[config.mk]
export PLATFORM = sky130hd
export DESIGN_NAME = mem_stage_flat
export DESIGN_NICKNAME = d
export VERILOG_FILES = /design/src/rtl/cpu_pkg.sv /design/src/rtl/mem_stage_if.sv /design/src/rtl/mem_stage_bus_ctrl.sv /design/src/rtl/mem_stage.sv /design/src/flat_wrapper.sv
export SDC_FILE = /design/constraint.sdc
export NUM_CORES = 1
export LEC_CHECK = 0
export ABC_AREA = 1
export BUFFER_PORTS_ARGS = -buffer_cell sky130_fd_sc_hd__buf_2
export CORE_MARGIN = 5
export CORE_UTILIZATION = 29
export CTS_CLUSTER_SIZE = 24
export DETAILED_ROUTE_END_ITERATION = 6
export GPL_ROUTABILITY_DRIVEN = 0
export SLEW_MARGIN = 40
export SYNTH_ARGS = -nofsm -noshare
export SYNTH_HDL_FRONTEND = slang
export SYNTH_SLANG_ARGS = --single-unit
[constraint.sdc]
create_clock -name clk -period 1.9 [get_ports clk]
set_input_delay 0.095 -clock clk [delete_from_list [all_inputs] [get_ports clk]]
set_output_delay 0.095 -clock clk [all_outputs]
set_load 0.02 [all_outputs]
[src/rtl/cpu_pkg.sv]
// rtl/cpu_pkg.sv - shared widths, constants and bus FSM state type for the CPU memory stage
package cpu_pkg;
   localparam int DATA_W     = 16;
   localparam int REG_W      = 4;
   localparam int BUS_ADDR_W = 3;

   localparam logic [DATA_W-1:0] BUS_ERR_DATA = 16'hFFFF;

   typedef enum logic {
      IDLE = 1'b0,
      REQ  = 1'b1
   } bus_state_t;
endpackage

[src/rtl/mem_stage_if.sv]
// rtl/mem_stage_if.sv - accelerator register bus between the memory stage (master) and accelerator (slave)
interface mem_stage_if;
   import cpu_pkg::*;

   logic                  busReq;
   logic                  busWe;
   logic [BUS_ADDR_W-1:0] busAddr;
   logic [DATA_W-1:0]     busWdata;
   logic                  busAck;
   logic [DATA_W-1:0]     busRdata;

   modport master (
      output busReq, busWe, busAddr, busWdata,
      input  busAck, busRdata
   );

   modport slave (
      input  busReq, busWe, busAddr, busWdata,
      output busAck, busRdata
   );
endinterface

[src/rtl/mem_stage_bus_ctrl.sv]
// rtl/mem_stage_bus_ctrl.sv - bus request/ack FSM, pipeline stall and optional timeout (MEM_BUS_TIMEOUT_EN)
module mem_bus_ctrl
   import cpu_pkg::*;
#(
   parameter int BUS_TIMEOUT = 255
) (
   input  logic                  clk,
   input  logic                  rst,
   input  logic                  busOp,
   input  logic                  busWrite,
   input  logic [BUS_ADDR_W-1:0] busAddr,
   input  logic [DATA_W-1:0]     busWdata,
   mem_stage_if.master           bus,
   output logic                  stall,
   output logic                  done,
   output logic [DATA_W-1:0]     doneData,
   output logic                  busErr
);
   bus_state_t state, stateNext;
   logic       timeout;

   if (BUS_TIMEOUT < 1 || BUS_TIMEOUT > 255) begin : gBadTimeout
      $error("mem_bus_ctrl: BUS_TIMEOUT must be in 1..255");
   end

`ifdef MEM_BUS_TIMEOUT_EN
   logic [7:0] count;
   logic       errFlag;

   // count holds the number of unacked REQ cycles already spent
   assign timeout = (state == REQ) && !bus.busAck && (count == 8'(BUS_TIMEOUT - 1));

   always_ff @(posedge clk) begin
      if (rst) begin
         count   <= '0;
         errFlag <= 1'b0;
      end else begin
         if (state != REQ)
            count <= '0;
         else if (!bus.busAck)
            count <= count + 8'd1;
         if (timeout)
            errFlag <= 1'b1;
      end
   end

   assign busErr = errFlag;
`else
   assign timeout = 1'b0;
   assign busErr  = 1'b0;
`endif

   always_ff @(posedge clk) begin
      if (rst)
         state <= IDLE;
      else
         state <= stateNext;
   end

   always_comb begin
      stateNext    = state;
      stall        = 1'b0;
      done         = 1'b0;
      doneData     = bus.busRdata;
      bus.busReq   = 1'b0;
      bus.busWe    = 1'b0;
      bus.busAddr  = busAddr;
      bus.busWdata = busWdata;
      case (state)
         IDLE: begin
            if (busOp) begin
               stall     = 1'b1;
               stateNext = REQ;
            end
         end
         REQ: begin
            bus.busReq = 1'b1;
            bus.busWe  = busWrite;
            if (bus.busAck) begin
               done      = 1'b1;
               stateNext = IDLE;
            end else if (timeout) begin
               done      = 1'b1;
               doneData  = BUS_ERR_DATA;
               stateNext = IDLE;
            end else begin
               stall = 1'b1;
            end
         end
         default: stateNext = IDLE;
      endcase
   end
endmodule

[src/rtl/mem_stage.sv]
// rtl/mem_stage.sv - CPU memory stage: DMem strobes, accelerator bus access, MEM/WB register
// Optional bus timeout enabled by defining MEM_BUS_TIMEOUT_EN.
module mem_stage
   import cpu_pkg::*;
#(
   parameter int BUS_TIMEOUT = 255
) (
   input  logic                  clk,
   input  logic                  rst,
   input  logic [DATA_W-1:0]     iAluOut,
   input  logic [DATA_W-1:0]     iData2,
   input  logic                  iAlutoReg,
   input  logic                  iMemtoReg,
   input  logic                  iBustoReg,
   input  logic [REG_W-1:0]      iDest,
   input  logic [BUS_ADDR_W-1:0] iBusAddr,
   input  logic                  iMemRead,
   input  logic                  iMemWrite,
   input  logic                  iBusWrite,
   input  logic                  iHalt,
   output logic [DATA_W-1:0]     oMemAddr,
   output logic [DATA_W-1:0]     oMemWdata,
   output logic                  oMemWe,
   output logic                  oMemRe,
   input  logic [DATA_W-1:0]     iMemRdata,
   mem_stage_if.master           bus,
   output logic                  oStall,
   output logic [DATA_W-1:0]     oWbData,
   output logic                  oWriteEn,
   output logic [REG_W-1:0]      oDest,
   output logic                  oHalt,
   output logic                  oBusErr
);
   logic              busOp;
   logic              done;
   logic [DATA_W-1:0] doneData;
   logic [DATA_W-1:0] wbValue;
   logic              selMem;

   assign busOp     = iBusWrite | iBustoReg;
   assign oMemAddr  = iAluOut;
   assign oMemWdata = iData2;
   assign oMemWe    = iMemWrite & ~busOp;
   assign oMemRe    = iMemRead & ~busOp;

   mem_bus_ctrl #(
      .BUS_TIMEOUT (BUS_TIMEOUT)
   ) uBusCtrl (
      .clk      (clk),
      .rst      (rst),
      .busOp    (busOp),
      .busWrite (iBusWrite),
      .busAddr  (iBusAddr),
      .busWdata (iData2),
      .bus      (bus),
      .stall    (oStall),
      .done     (done),
      .doneData (doneData),
      .busErr   (oBusErr)
   );

   always_ff @(posedge clk) begin
      if (rst) begin
         wbValue  <= '0;
         selMem   <= 1'b0;
         oWriteEn <= 1'b0;
         oDest    <= '0;
         oHalt    <= 1'b0;
      end else if (oStall) begin
         oWriteEn <= 1'b0;
         selMem   <= 1'b0;
      end else begin
         oDest <= iDest;
         oHalt <= iHalt;
         if (done) begin
            // a combined write+read bus op behaves as a write
            wbValue  <= doneData;
            selMem   <= 1'b0;
            oWriteEn <= iBustoReg & ~iBusWrite;
         end else begin
            wbValue  <= iAluOut;
            selMem   <= iMemtoReg;
            oWriteEn <= iAlutoReg | iMemtoReg | iBustoReg;
         end
      end
   end

   // DMem data arrives one cycle after the read strobe, so select it late
   assign oWbData = selMem ? iMemRdata : wbValue;
endmodule
[src/flat_wrapper.sv]
// flat-port wrapper written by rule: the top's interface ports become plain ports
module mem_stage_flat import cpu_pkg::*;
#(
   parameter int BUS_TIMEOUT = 255
)
  (clk, rst, iAluOut, iData2, iAlutoReg, iMemtoReg, iBustoReg, iDest, iBusAddr, iMemRead, iMemWrite, iBusWrite, iHalt, oMemAddr, oMemWdata, oMemWe, oMemRe, iMemRdata, oStall, oWbData, oWriteEn, oDest, oHalt, oBusErr, bus_busReq, bus_busWe, bus_busAddr, bus_busWdata, bus_busAck, bus_busRdata);
  mem_stage_if bus_i ();
  input  logic clk;
  input  logic rst;
  input  logic [DATA_W-1:0] iAluOut;
  input  logic [DATA_W-1:0] iData2;
  input  logic iAlutoReg;
  input  logic iMemtoReg;
  input  logic iBustoReg;
  input  logic [REG_W-1:0] iDest;
  input  logic [BUS_ADDR_W-1:0] iBusAddr;
  input  logic iMemRead;
  input  logic iMemWrite;
  input  logic iBusWrite;
  input  logic iHalt;
  output logic [DATA_W-1:0] oMemAddr;
  output logic [DATA_W-1:0] oMemWdata;
  output logic oMemWe;
  output logic oMemRe;
  input  logic [DATA_W-1:0] iMemRdata;
  output logic oStall;
  output logic [DATA_W-1:0] oWbData;
  output logic oWriteEn;
  output logic [REG_W-1:0] oDest;
  output logic oHalt;
  output logic oBusErr;
  output wire logic [$bits(bus_i.busReq)-1:0] bus_busReq;
  output wire logic [$bits(bus_i.busWe)-1:0] bus_busWe;
  output wire logic [$bits(bus_i.busAddr)-1:0] bus_busAddr;
  output wire logic [$bits(bus_i.busWdata)-1:0] bus_busWdata;
  input wire logic [$bits(bus_i.busAck)-1:0] bus_busAck;
  input wire logic [$bits(bus_i.busRdata)-1:0] bus_busRdata;
  assign bus_busReq = bus_i.busReq;
  assign bus_busWe = bus_i.busWe;
  assign bus_busAddr = bus_i.busAddr;
  assign bus_busWdata = bus_i.busWdata;
  assign bus_i.busAck = bus_busAck;
  assign bus_i.busRdata = bus_busRdata;
  mem_stage #(.BUS_TIMEOUT(BUS_TIMEOUT)) u_core (.clk(clk), .rst(rst), .iAluOut(iAluOut), .iData2(iData2), .iAlutoReg(iAlutoReg), .iMemtoReg(iMemtoReg), .iBustoReg(iBustoReg), .iDest(iDest), .iBusAddr(iBusAddr), .iMemRead(iMemRead), .iMemWrite(iMemWrite), .iBusWrite(iBusWrite), .iHalt(iHalt), .oMemAddr(oMemAddr), .oMemWdata(oMemWdata), .oMemWe(oMemWe), .oMemRe(oMemRe), .iMemRdata(iMemRdata), .bus(bus_i), .oStall(oStall), .oWbData(oWbData), .oWriteEn(oWriteEn), .oDest(oDest), .oHalt(oHalt), .oBusErr(oBusErr));
endmodule
# ---- After elaboration in Yosys (flattened, before gate mapping)
# Cells that the tools add are included.
dict set report totals {
  ff_bits 24
  input_bits 81
  out_inout_bits 79
  word_cells 27
}
dict set report classes {
  mux 10
  n_bitwise 9
  n_reduce_logical 2
}
# cell n
set ops {}
lappend ops {{2-to-1 mux 16 bit} 2}
lappend ops {{2-to-1 mux 1 bit} 7}
lappend ops {{bitwise AND 1 bit} 3}
lappend ops {{inverter 1 bit} 3}
lappend ops {{bitwise OR 1 bit} 3}
lappend ops {{OR reduction 3 bit} 1}
lappend ops {{case mux 1 bit (2 select lines)} 1}
lappend ops {{OR reduction 2 bit} 1}

# ---- Logic depth before layout (Yosys ltp)
dict set report logic_depth {
  ltp_word 4
  depth_mapped 7
  mapped_depth_nobuf 5
}

# ---- Hierarchy
# From an unflattened synthesis, not the netlist that was laid out.
dict set report unflattened {
  hier_cells 302
  area_unflattened_um2 1901.8
}
# module n_inst cells_per_inst area_per_inst_um2 seq_area_each_um2
set by_module_without_submodules {}
lappend by_module_without_submodules {mem_stage 1 257 1580.3 460.4}
lappend by_module_without_submodules {mem_bus_ctrl 1 45 321.6 20.0}

# ---- Worst setup path after synthesis
# OpenSTA, ideal clock, no wires.
dict set report synth_path {
  kind {register to output}
  start {register u_core.uBusCtrl.state}
  end {output oStall}
  t_arrival_ns 1.084
  t_required_ns 1.805
  setup_slack_ns 0.721
  path_stages_with_launch 7
  n_path_buf 2
  cell_sequence {dfxtp_1 buf_6 inv_2 nand2_4 nand2_4 buf_6 inv_1}
}
dict set report synth_via {
  elab_chain_cells 2
}
# element line
set synth_lines {}
lappend synth_lines {{from (decl)} mem_stage_bus_ctrl.sv:19} ;# bus_state_t state, stateNext;
lappend synth_lines {{from (signal assigned)} mem_stage_bus_ctrl.sv:57} ;# state <= stateNext;
lappend synth_lines {{inverter 1 bit} n/a}
lappend synth_lines {{case mux 1 bit (2 select lines) *} mem_stage_bus_ctrl.sv:69} ;# case (state)
lappend synth_lines {{to (decl)} flat_wrapper.sv:26} ;# output logic oStall;
# Every way passes the cells marked *; elsewhere a longest branch is shown, timed or not.

# ---- Worst setup path in the final report
# Same ends and word-level chain as after synthesis.

==> results by group <==
Placement
  • Placed Instance Area: 0.00196 mm2
  • DP HPWL: 3.64 mm
  • Port Buf Inserts: 104
  • Post-Place Cells: 362

Power
  • Pleak: 1.16 nW
  • Pint: 0.000877 W
  • P_sw: 0.000421 W
  • Clk network pwr share: 0.266
  • Sequential power share: 0.433
  • Overall power: 0.00130 W
  • PD cells: 644 mW/mm2
  • Comb pwr share: 0.301
  • Max VDD drop: 0.270 mV
  • Switching share of power: 0.324

Logic synthesis
  • Mapped Nets: 327
  • Synthesis-stage register bit count: 24
  • Adder-Cell Fraction of Synth Area: 0
  • Avg Cell Area, Syn: 7.50 um2
  • Seq/Total Area, Yosys: 0.260
  • Gate Count Post-Synth: 246
  • Compound-cell area share of the yosys netlist: 0.00271
  • Largest family of logic cells by synthesized area: simple AND/OR/NAND/NOR gates
  • Number of flops mapped to enable cells by yosys: 0
  • Synth top area share: 0.260
  • Post-Syn Area: 0.00185 mm2
  • Most used DFF post-synth: dfxtp_1
  • Synth unique cells: 18
  • Post-synth top cells: buf_4 (57), nand2_1 (57), nand3_1 (37)
  • Synth Area in XOR/XNOR: 0
  • Area leader, netlist: dfxtp_1
  • Post-synthesis mux area share: 0.0976
  • Post-synth ARST share: 0
  • Simple-gate portion of the synthesized area: 0.328
  • Top post-synthesis cells by area: dfxtp_1 (26%), buf_4 (23%), nand2_1 (12%), nand3_1 (10%), mux2_2 (9.8%)
  • Synth warn: 0

Die
  • # rows: 29
  • I/O pins: 160
  • Die ar.: 0.00806 mm2
  • Core Box Area: 0.00628 mm2
  • Die Wd: 89.8 um
  • Die Ht: 89.8 um
  • Initial Util: 0.294

Global route
  • Pin count of the biggest net entering global routing: 45
  • Vias in the first global route: 1515
  • Total GRT Usage: 0.111
  • Antenna violations before repair: 0
  • First-pass GRT wire length: 7.52 mm
  • Grt ovf: 0

Finish
  • Final Instance Count excl. Fillers: 366
  • Area Growth Syn to Fin: 9.15%
  • N_diodes: 0
  • Final instance area: 0.00201 mm2
  • Share of cells above drive strength 1: 0.464
  • Final #Nets: 371
  • FILL cells: 700

STA
  • Max-slew violations: 0
  • Fin Setup TNS: 0 ps
  • Fin Hold WS: 15.7 ps
  • Max Clock Skew: 2.86 ps
  • Fraction of the cycle the final worst path needs: 0.869
  • Final min period: 1650 ps
  • Final setup fails: 0
  • Peak Freq: 0.606 GHz
  • Final Hold Vio Count: 0
  • RSZ-0062 raised after global routing: false

Drt
  • Routed via count: 1623
  • # DRC: 0
  • Routed Antenna Nets: 0
  • Via/cell ratio: 4.43
  • DRT iter0 DRCs: 52
  • Routed wire length: 4.75 mm
  • Drt pass-1 iters: 4
  • Routed length per instance: 13.0 um

Setup path
  • Most frequent CP cell: nand2_4
  • Buffers & Inverters on Critical Path: 3
  • Critical-path top delay cell: dfxtp_1
  • Worst path max stage delay: 490 ps
  • Req. time, crit path: 1800 ps
  • Crit path kind: reg2out
  • Family with the most delay on the worst path: flip-flops
  • Critical-path cell list: inv_2 -> nand2_4 -> nand2_4 -> inv_1 -> buf_2
  • CP max FO: 24
  • Crit path DAT: 1560 ps
  • Worst Setup Start Kind: flop
  • Worst setup EP type: primary output

Clock tree
  • Cts repair resizes: 0
  • CTS tree: done
  • CTS clk-pin slew, worst paths: 80 ps
  • Worst skew pair latency: 260 ps
  • TritonCTS Buffers: 3
  • Max Root-Sink Buffers: 2
  • Root Driver: clkbuf_8
  • Post-CTS Setup Bufs: 0
  • CTS sink cnt: 24
  • Htree depth: 1
  • Post-cts hold buffer count: 0

Run status
  • Status: complete, no violations

Hold path
  • HP Class: in2reg

Job
  • Max cap viols: 0
-- kinds of logic after synthesis --
| logic type | after synthesis |
|---|---|
| AO/OA/AOI/OAI | 1 |
| buffers and inverters | 78 |
| flip-flops | 24 |
| multiplexers | 16 |
| other | 1 |
| AND/OR/NAND/NOR | 126 |
-- per-layer routing --
| metal | share of wire | vias up | wire length [um] | global-route usage |
|---|---|---|---|---|
| li1 | - | 844 | - | - |
| met1 | 0.42 | 712 | 1980 | 0.134 |
| met2 | 0.49 | 63 | 2320 | 0.179 |
| met3 | 0.085 | 4 | 403 | 0.0359 |
| met4 | 0.010 | 0 | 48 | 0.0491 |
| met5 | 0 | - | 0 | 0 |
-- cell usage in the layout, fill, tap and decap left out, drive strengths merged --
master and count:
conb 1, mux2 16, inv 7, clkbuf 4, o21ai 1, clkinv 1, nor2 8, dfxtp 24
buf 109, nand4 21, nand3 37, nand2 60
-- power groups by stage --
stage          combinational (W)  sequential, W  clock, W
2_1_floorplan           0.000388       0.000577         0
3_3_place_gp            0.000391       0.000574         0
3_5_place_dp            0.000395       0.000573         0
4_1_cts                 0.000397       0.000562  0.000363
5_1_grt                 0.000429       0.000567  0.000380
6_report                0.000391       0.000562  0.000345
-- final cells by class --
| cell class | count | area [um2] | share of cell area |
|---|---|---|---|
| multi-input cells | 144 | 795 | 0.394 |
| flip-flops and latches | 24 | 480 | 0.239 |
| well taps | 77 | 96.3 | 0.0478 |
| repair buffers | 109 | 558 | 0.277 |
| inverters | 8 | 30.0 | 0.0149 |
| clock buffers | 4 | 55.1 | 0.0273 |
-- sequential cells by signal, summed over array words and instances (netlist names) --
| name | count |
|---|---|
| u_core.oDest | 4 |
| u_core.wbValue | 16 |
| u_core.uBusCtrl.state | 1 |
| u_core.selMem | 1 |
| u_core.oHalt | 1 |
| u_core.oWriteEn | 1 |
-- final timing paths --
| check | slack [ps] | endpoint | start | cells past startpoint |
|---|---|---|---|---|
| hold / removal | 20 | u_core.uBusCtrl.state$_SDFF_PP0_ | rst | 2 |
| setup / recovery | 250 | oStall | u_core.uBusCtrl.state$_SDFF_PP0_ | 5 |
| hold reg to reg | 470 | u_core.wbValue[4]$_SDFFE_PP0N_ | u_core.wbValue[4]$_SDFFE_PP0N_ | 2 |
| setup reg to reg | 580 | u_core.wbValue[14]$_SDFFE_PP0N_ | u_core.uBusCtrl.state$_SDFF_PP0_ | 5 |
-- through the flow --
step	worst slack [ps]	utilization
floorplan	721	-
global placement	562	0.312
detailed placement	537	0.312
CTS	226	0.321
global route	151	0.321
finish	249	0.321
No activity file was read; power rests on OpenSTA's default activity.
